File: config.mk
export PLATFORM = sky130hd
export DESIGN_NAME = total_alu_flat
export DESIGN_NICKNAME = d
export VERILOG_FILES = /design/src/rtl/total_alu_if.sv /design/src/rtl/total_alu.sv /design/src/flat_wrapper.sv
export SDC_FILE = /design/constraint.sdc
export NUM_CORES = 1
export LEC_CHECK = 0
export CAP_MARGIN = 25
export CORE_MARGIN = 3
export CORE_UTILIZATION = 30
export CTS_BUF_LIST = sky130_fd_sc_hd__clkbuf_4 sky130_fd_sc_hd__clkbuf_8
export DETAILED_ROUTE_END_ITERATION = 12
export PLACE_DENSITY_LB_ADDON = 0.2
export REMOVE_ABC_BUFFERS = 1
export SLEW_MARGIN = 15
export SYNTH_ARGS = -nofsm -noshare
export SYNTH_HDL_FRONTEND = slang
export SYNTH_SLANG_ARGS = --single-unit
File: constraint.sdc
create_clock -name clk -period 7.8 [get_ports clk]
set_input_delay 0.78 -clock clk [delete_from_list [all_inputs] [get_ports clk]]
set_output_delay 0.78 -clock clk [all_outputs]
set_load 0.01 [all_outputs]
File: src/rtl/total_alu_if.sv
// Execute-stage ALU bus: operands and function code in, result out.
//   dataA  - operand A (multiplicand for MULTU, shifted value for SLL)
//   dataB  - operand B (multiplier for MULTU, shift amount for SLL)
//   Signal - 6-bit MIPS funct code
//   Output - 32-bit result
// master drives operands/code and reads the result; slave is the ALU side.
interface total_alu_if;
  logic [31:0] dataA;
  logic [31:0] dataB;
  logic [5:0]  Signal;
  logic [31:0] Output;

  modport master (
    output dataA,
    output dataB,
    output Signal,
    input  Output
  );

  modport slave (
    input  dataA,
    input  dataB,
    input  Signal,
    output Output
  );
endinterface

File: src/rtl/total_alu.sv
// 32-bit ALU with a sequential shift-add unsigned multiplier and HI/LO registers.
// Logic, arithmetic, compare and shift results are combinational. MULTU iterates
// one multiplier bit per clock for 32 clocks and latches the 64-bit product into
// HI/LO; MFHI/MFLO read the halves back on the result output.
//   clk   - clock, state updates on rising edge
//   reset - synchronous, active-high; clears accumulator, counter, HI and LO
//   bus   - total_alu_if.slave: dataA, dataB, Signal in; Output out
module total_alu (
  input  logic        clk,
  input  logic        reset,
  total_alu_if.slave  bus
);

  localparam logic [5:0] FnSll   = 6'd0;
  localparam logic [5:0] FnMfhi  = 6'd16;
  localparam logic [5:0] FnMflo  = 6'd18;
  localparam logic [5:0] FnMultu = 6'd25;
  localparam logic [5:0] FnAdd   = 6'd32;
  localparam logic [5:0] FnSub   = 6'd34;
  localparam logic [5:0] FnAnd   = 6'd36;
  localparam logic [5:0] FnOr    = 6'd37;
  localparam logic [5:0] FnSlt   = 6'd42;

  localparam logic [5:0] IterLast = 6'd31;
  localparam logic [5:0] IterDone = 6'd32;

  logic [63:0] acc_q, acc_d;
  logic [5:0]  cnt_q, cnt_d;
  logic [31:0] hi_q, hi_d;
  logic [31:0] lo_q, lo_d;
  logic [31:0] result;

  // Multiplier next state. Any non-MULTU code aborts a partial multiply, which is
  // also how software re-arms the unit between products; HI/LO survive it.
  always_comb begin
    acc_d = acc_q;
    cnt_d = cnt_q;
    hi_d  = hi_q;
    lo_d  = lo_q;
    if (bus.Signal == FnMultu) begin
      // Once cnt reaches 32 the unit holds until a non-MULTU cycle or reset.
      if (cnt_q < IterDone) begin
        if (bus.dataB[cnt_q[4:0]]) begin
          acc_d = acc_q + ({32'b0, bus.dataA} << cnt_q[4:0]);
        end
        cnt_d = cnt_q + 6'd1;
        if (cnt_q == IterLast) begin
          hi_d = acc_d[63:32];
          lo_d = acc_d[31:0];
        end
      end
    end else begin
      acc_d = 64'd0;
      cnt_d = 6'd0;
    end
  end

  always_ff @(posedge clk) begin
    if (reset) begin
      acc_q <= 64'd0;
      cnt_q <= 6'd0;
      hi_q  <= 32'd0;
      lo_q  <= 32'd0;
    end else begin
      acc_q <= acc_d;
      cnt_q <= cnt_d;
      hi_q  <= hi_d;
      lo_q  <= lo_d;
    end
  end

  // Result mux; MULTU and unknown codes read as zero.
  always_comb begin
    result = 32'd0;
    case (bus.Signal)
      FnAnd:   result = bus.dataA & bus.dataB;
      FnOr:    result = bus.dataA | bus.dataB;
      FnAdd:   result = bus.dataA + bus.dataB;
      FnSub:   result = bus.dataA - bus.dataB;
      FnSlt:   result = {31'b0, ($signed(bus.dataA) < $signed(bus.dataB))};
      FnSll:   result = bus.dataA << bus.dataB[4:0];
      FnMfhi:  result = hi_q;
      FnMflo:  result = lo_q;
      default: result = 32'd0;
    endcase
  end

  assign bus.Output = result;

endmodule

File: src/flat_wrapper.sv
// flat-port wrapper written by rule: the top's interface ports become plain ports
module total_alu_flat 
  (clk, reset, bus_dataA, bus_dataB, bus_Signal, bus_Output);
  total_alu_if bus_i ();
  input  logic clk;
  input  logic reset;
  input wire logic [$bits(bus_i.dataA)-1:0] bus_dataA;
  input wire logic [$bits(bus_i.dataB)-1:0] bus_dataB;
  input wire logic [$bits(bus_i.Signal)-1:0] bus_Signal;
  output wire logic [$bits(bus_i.Output)-1:0] bus_Output;
  assign bus_i.dataA = bus_dataA;
  assign bus_i.dataB = bus_dataB;
  assign bus_i.Signal = bus_Signal;
  assign bus_Output = bus_i.Output;
  total_alu u_core (.clk(clk), .reset(reset), .bus(bus_i));
endmodule
==> results.txt <==
Status -> finished clean
Minimum clock period -> 6465 ps
Final Hold Viols -> 0
RSZ-0062 raised after global routing -> false
Die Height -> 248.9 um
Crit path max fanout -> 8
Post-route core utilization -> 33.97%
Fin crit share -> 82.89%
Routed WL -> 77660 um
Largest area contributor in the netlist -> dfxtp_1
Worst relative slew slack -> 36.19%
Pre-CTS setup slack -> 1367 ps
Cells after Synth -> 2438
Most instantiated library cell after synthesis -> nand2_1
Multi-input logic area -> 13900 sq um
Vias per inst -> 5.923
Achievable Freq -> 0.1547 GHz
Final ANT Viol Nets -> 0
1st-iter DRT viols -> 1458
Largest net degree at the start of global routing -> 71
# fillers -> 6168
Netlist cell types -> 93
Slowest stage delay, CP -> 600 ps
Fin area -> 19710 sq um
Setup_tns -> 0 ps
Clock Sink Count -> 134
Hold slack -> 482.6 ps
IO Port Bufs -> 103
Hold Path Class -> reg2reg
Worst setup SP type -> primary input
CTS resizes -> 0
Clock buffer depth -> 2
Flip-flop and latch count after synthesis -> 134
Row count -> 88
Reg clk slew, reported paths -> 90 ps
First-pass GRT wire length -> 116100 um
Drt first pass iters -> 7
Residual DRC -> 0
Tot GR Track Use -> 24.03%
CP Class -> in2out
Pwr/cell area -> 100.9 nW/um^2
Post-synth ARST share -> 0%
Initial antenna violation count -> 1
Worst-path cell chain -> clkdlybuf4s50_1 > ha_1 > fa_1 > a21o_1 > a21oi_1 > o21ai_1 > nand3_1 > a41oi_1 > o41a_1 > a31oi_2 > o221ai_1 > a21oi_1 > a311oi_1 > o311ai_1 > clkdlybuf4s50_1
Total CTS buffers -> 17
Core Area -> 58030 sq um
Routed len/inst -> 24.25 um
Htree depth -> 4
Worst-Skew Late Latency -> 500 ps
Final setup viols -> 0
DIE WIDTH -> 248.9 um
Mean Syn Cell Area -> 7.257 sq um
Vias in the first global route -> 18090
Top post-synthesis cells by area -> dfxtp_1, ha_1, a21oi_1
Arrival time at the worst endpoint -> 5690 ps
Lkg Pwr -> 7.645 nW
Worst setup margin -> 1335 ps
Crit-path slowest cell -> clkdlybuf4s50_1
Grt total ovfl -> 0
Root buffer cell -> clkbuf_8
Number of synthesized flops with an enable pin -> 0
Area Overhead vs Synth -> 11.41%
Area after DPL -> 19320 sq um
TritonCTS clock tree -> built
Vias -> 18970
Dpl hpwl -> 62180 um
Mapped Area -> 17690 sq um
Dominant synthesized flop cell -> dfxtp_1
Synth warnings -> 0
Post-CTS setup buffers -> 0
Yosys top cell area share -> 15.16%
Crit path required time -> 7020 ps
Seq. cell area -> 2689 sq um
Final Skew -> 19.76 ps
Starting Density -> 30.49%
CTS Hold Bufs -> 0
Nets -> 2659
Worst slew pin tran -> 957.2 ps
Final Max Tran Viols -> 0
Share of cells above drive strength 1 -> 7.841%
Io pins -> 104
Die ar. -> 61930 sq um
Post-synth top cells -> nand2_1, nor2_1, a21oi_1
Max cap viols -> 0
RePlAce Congestion -> 0.9616
Seq/Total Area, Yosys -> 15.16%
Peak supply drop -> 99.83 uV
Worst setup EP type -> output pin
==> worst paths after layout <==
check	from	to	slack (ps)	cells after the start
max	bus_dataA[0]	bus_Output[26]	1330	15
min reg2reg	u_core.acc_q[8]	u_core.acc_q[8]	480	2
max reg2reg	u_core.cnt_q[1]	u_core.hi_q[24]	1660	19
min	u_core.acc_q[8]	u_core.acc_q[8]	480	2
==> stage by stage <==
stage | power (mW) | instances
floorplan | 1.100 | 2263
global placement | 1.384 | 3168
detailed placement | 1.382 | 3169
CTS | 1.999 | 3201
global route | 2.087 | 3202
finish | 1.989 | 3202
==> logic make-up after synthesis <==
group | Yosys count | synth area share, %
AO/OA/AOI/OAI | 812 | 30.87
XOR/XNOR | 61 | 3.020
adder cells (fa/ha/maj) | 164 | 11.72
buffers and inverters | 302 | 6.555
flip-flops | 134 | 15.16
multiplexers | 166 | 12.88
AND/OR/NAND/NOR | 799 | 19.79
==> cell usage in the layout, fill, tap and decap left out, types with 18 or more instances in the layout <==
master and instances:
a221oi_1 19, nor2_1 257, o21bai_1 25, inv_1 125, xor2_1 19, mux4_2 48, buf_4 37, clkdlybuf4s50_1 100
o21ai_0 128, nand3_1 31, a21oi_1 247, a222oi_1 27, o22ai_1 35, o211ai_1 23, o221ai_1 20, a21o_1 48
nor3_1 45, dfxtp_1 129, mux2i_1 104, xnor2_1 42, a31oi_1 18, nand2b_1 22, nand2_1 323, nand4_1 32
a211oi_1 73, ha_1 161
==> layer usage <==
layer / GRT usage [%] / wire [um]
met5: 0 / 0
met4: 8.171 / 2647
met3: 1.702 / 3580
met2: 40.25 / 36160
met1: 32.66 / 35270
==> critical path, delay by kind of cell <==
kind                       cells  cell delay (ps)
and+or+nand+nor                1              250
buffers and inverters          2             1200
adders and majority gates      2              760
AOI/OAI and AO/OA             10             2680
==> registers in the layout (all words and copies together), names as in the netlist <==
signal and flops:
u_core.acc_q 64, u_core.cnt_q 6, u_core.hi_q 32, u_core.lo_q 32
==> report_power, final <==
| group | leakage, nW | switching, mW | internal, mW |
|---|---|---|---|
| Sequential | 1.08 | 0.000499 | 0.684 |
| Clock | 0.192 | 0.344 | 0.264 |
| Combinational | 6.37 | 0.437 | 0.259 |
| Total | 7.65 | 0.781 | 1.21 |
==> final cells by class <==
cell class,instances,share of cell area [%]
multi-input cells,2002,70.51
repair buffers,141,6.588
clock inverters,15,0.7871
flip-flops and latches,134,13.64
diodes,1,0.01269
well taps,765,4.856
clock buffers,17,1.187
inverters,127,2.418
Power figures use the tool's default switching activity.
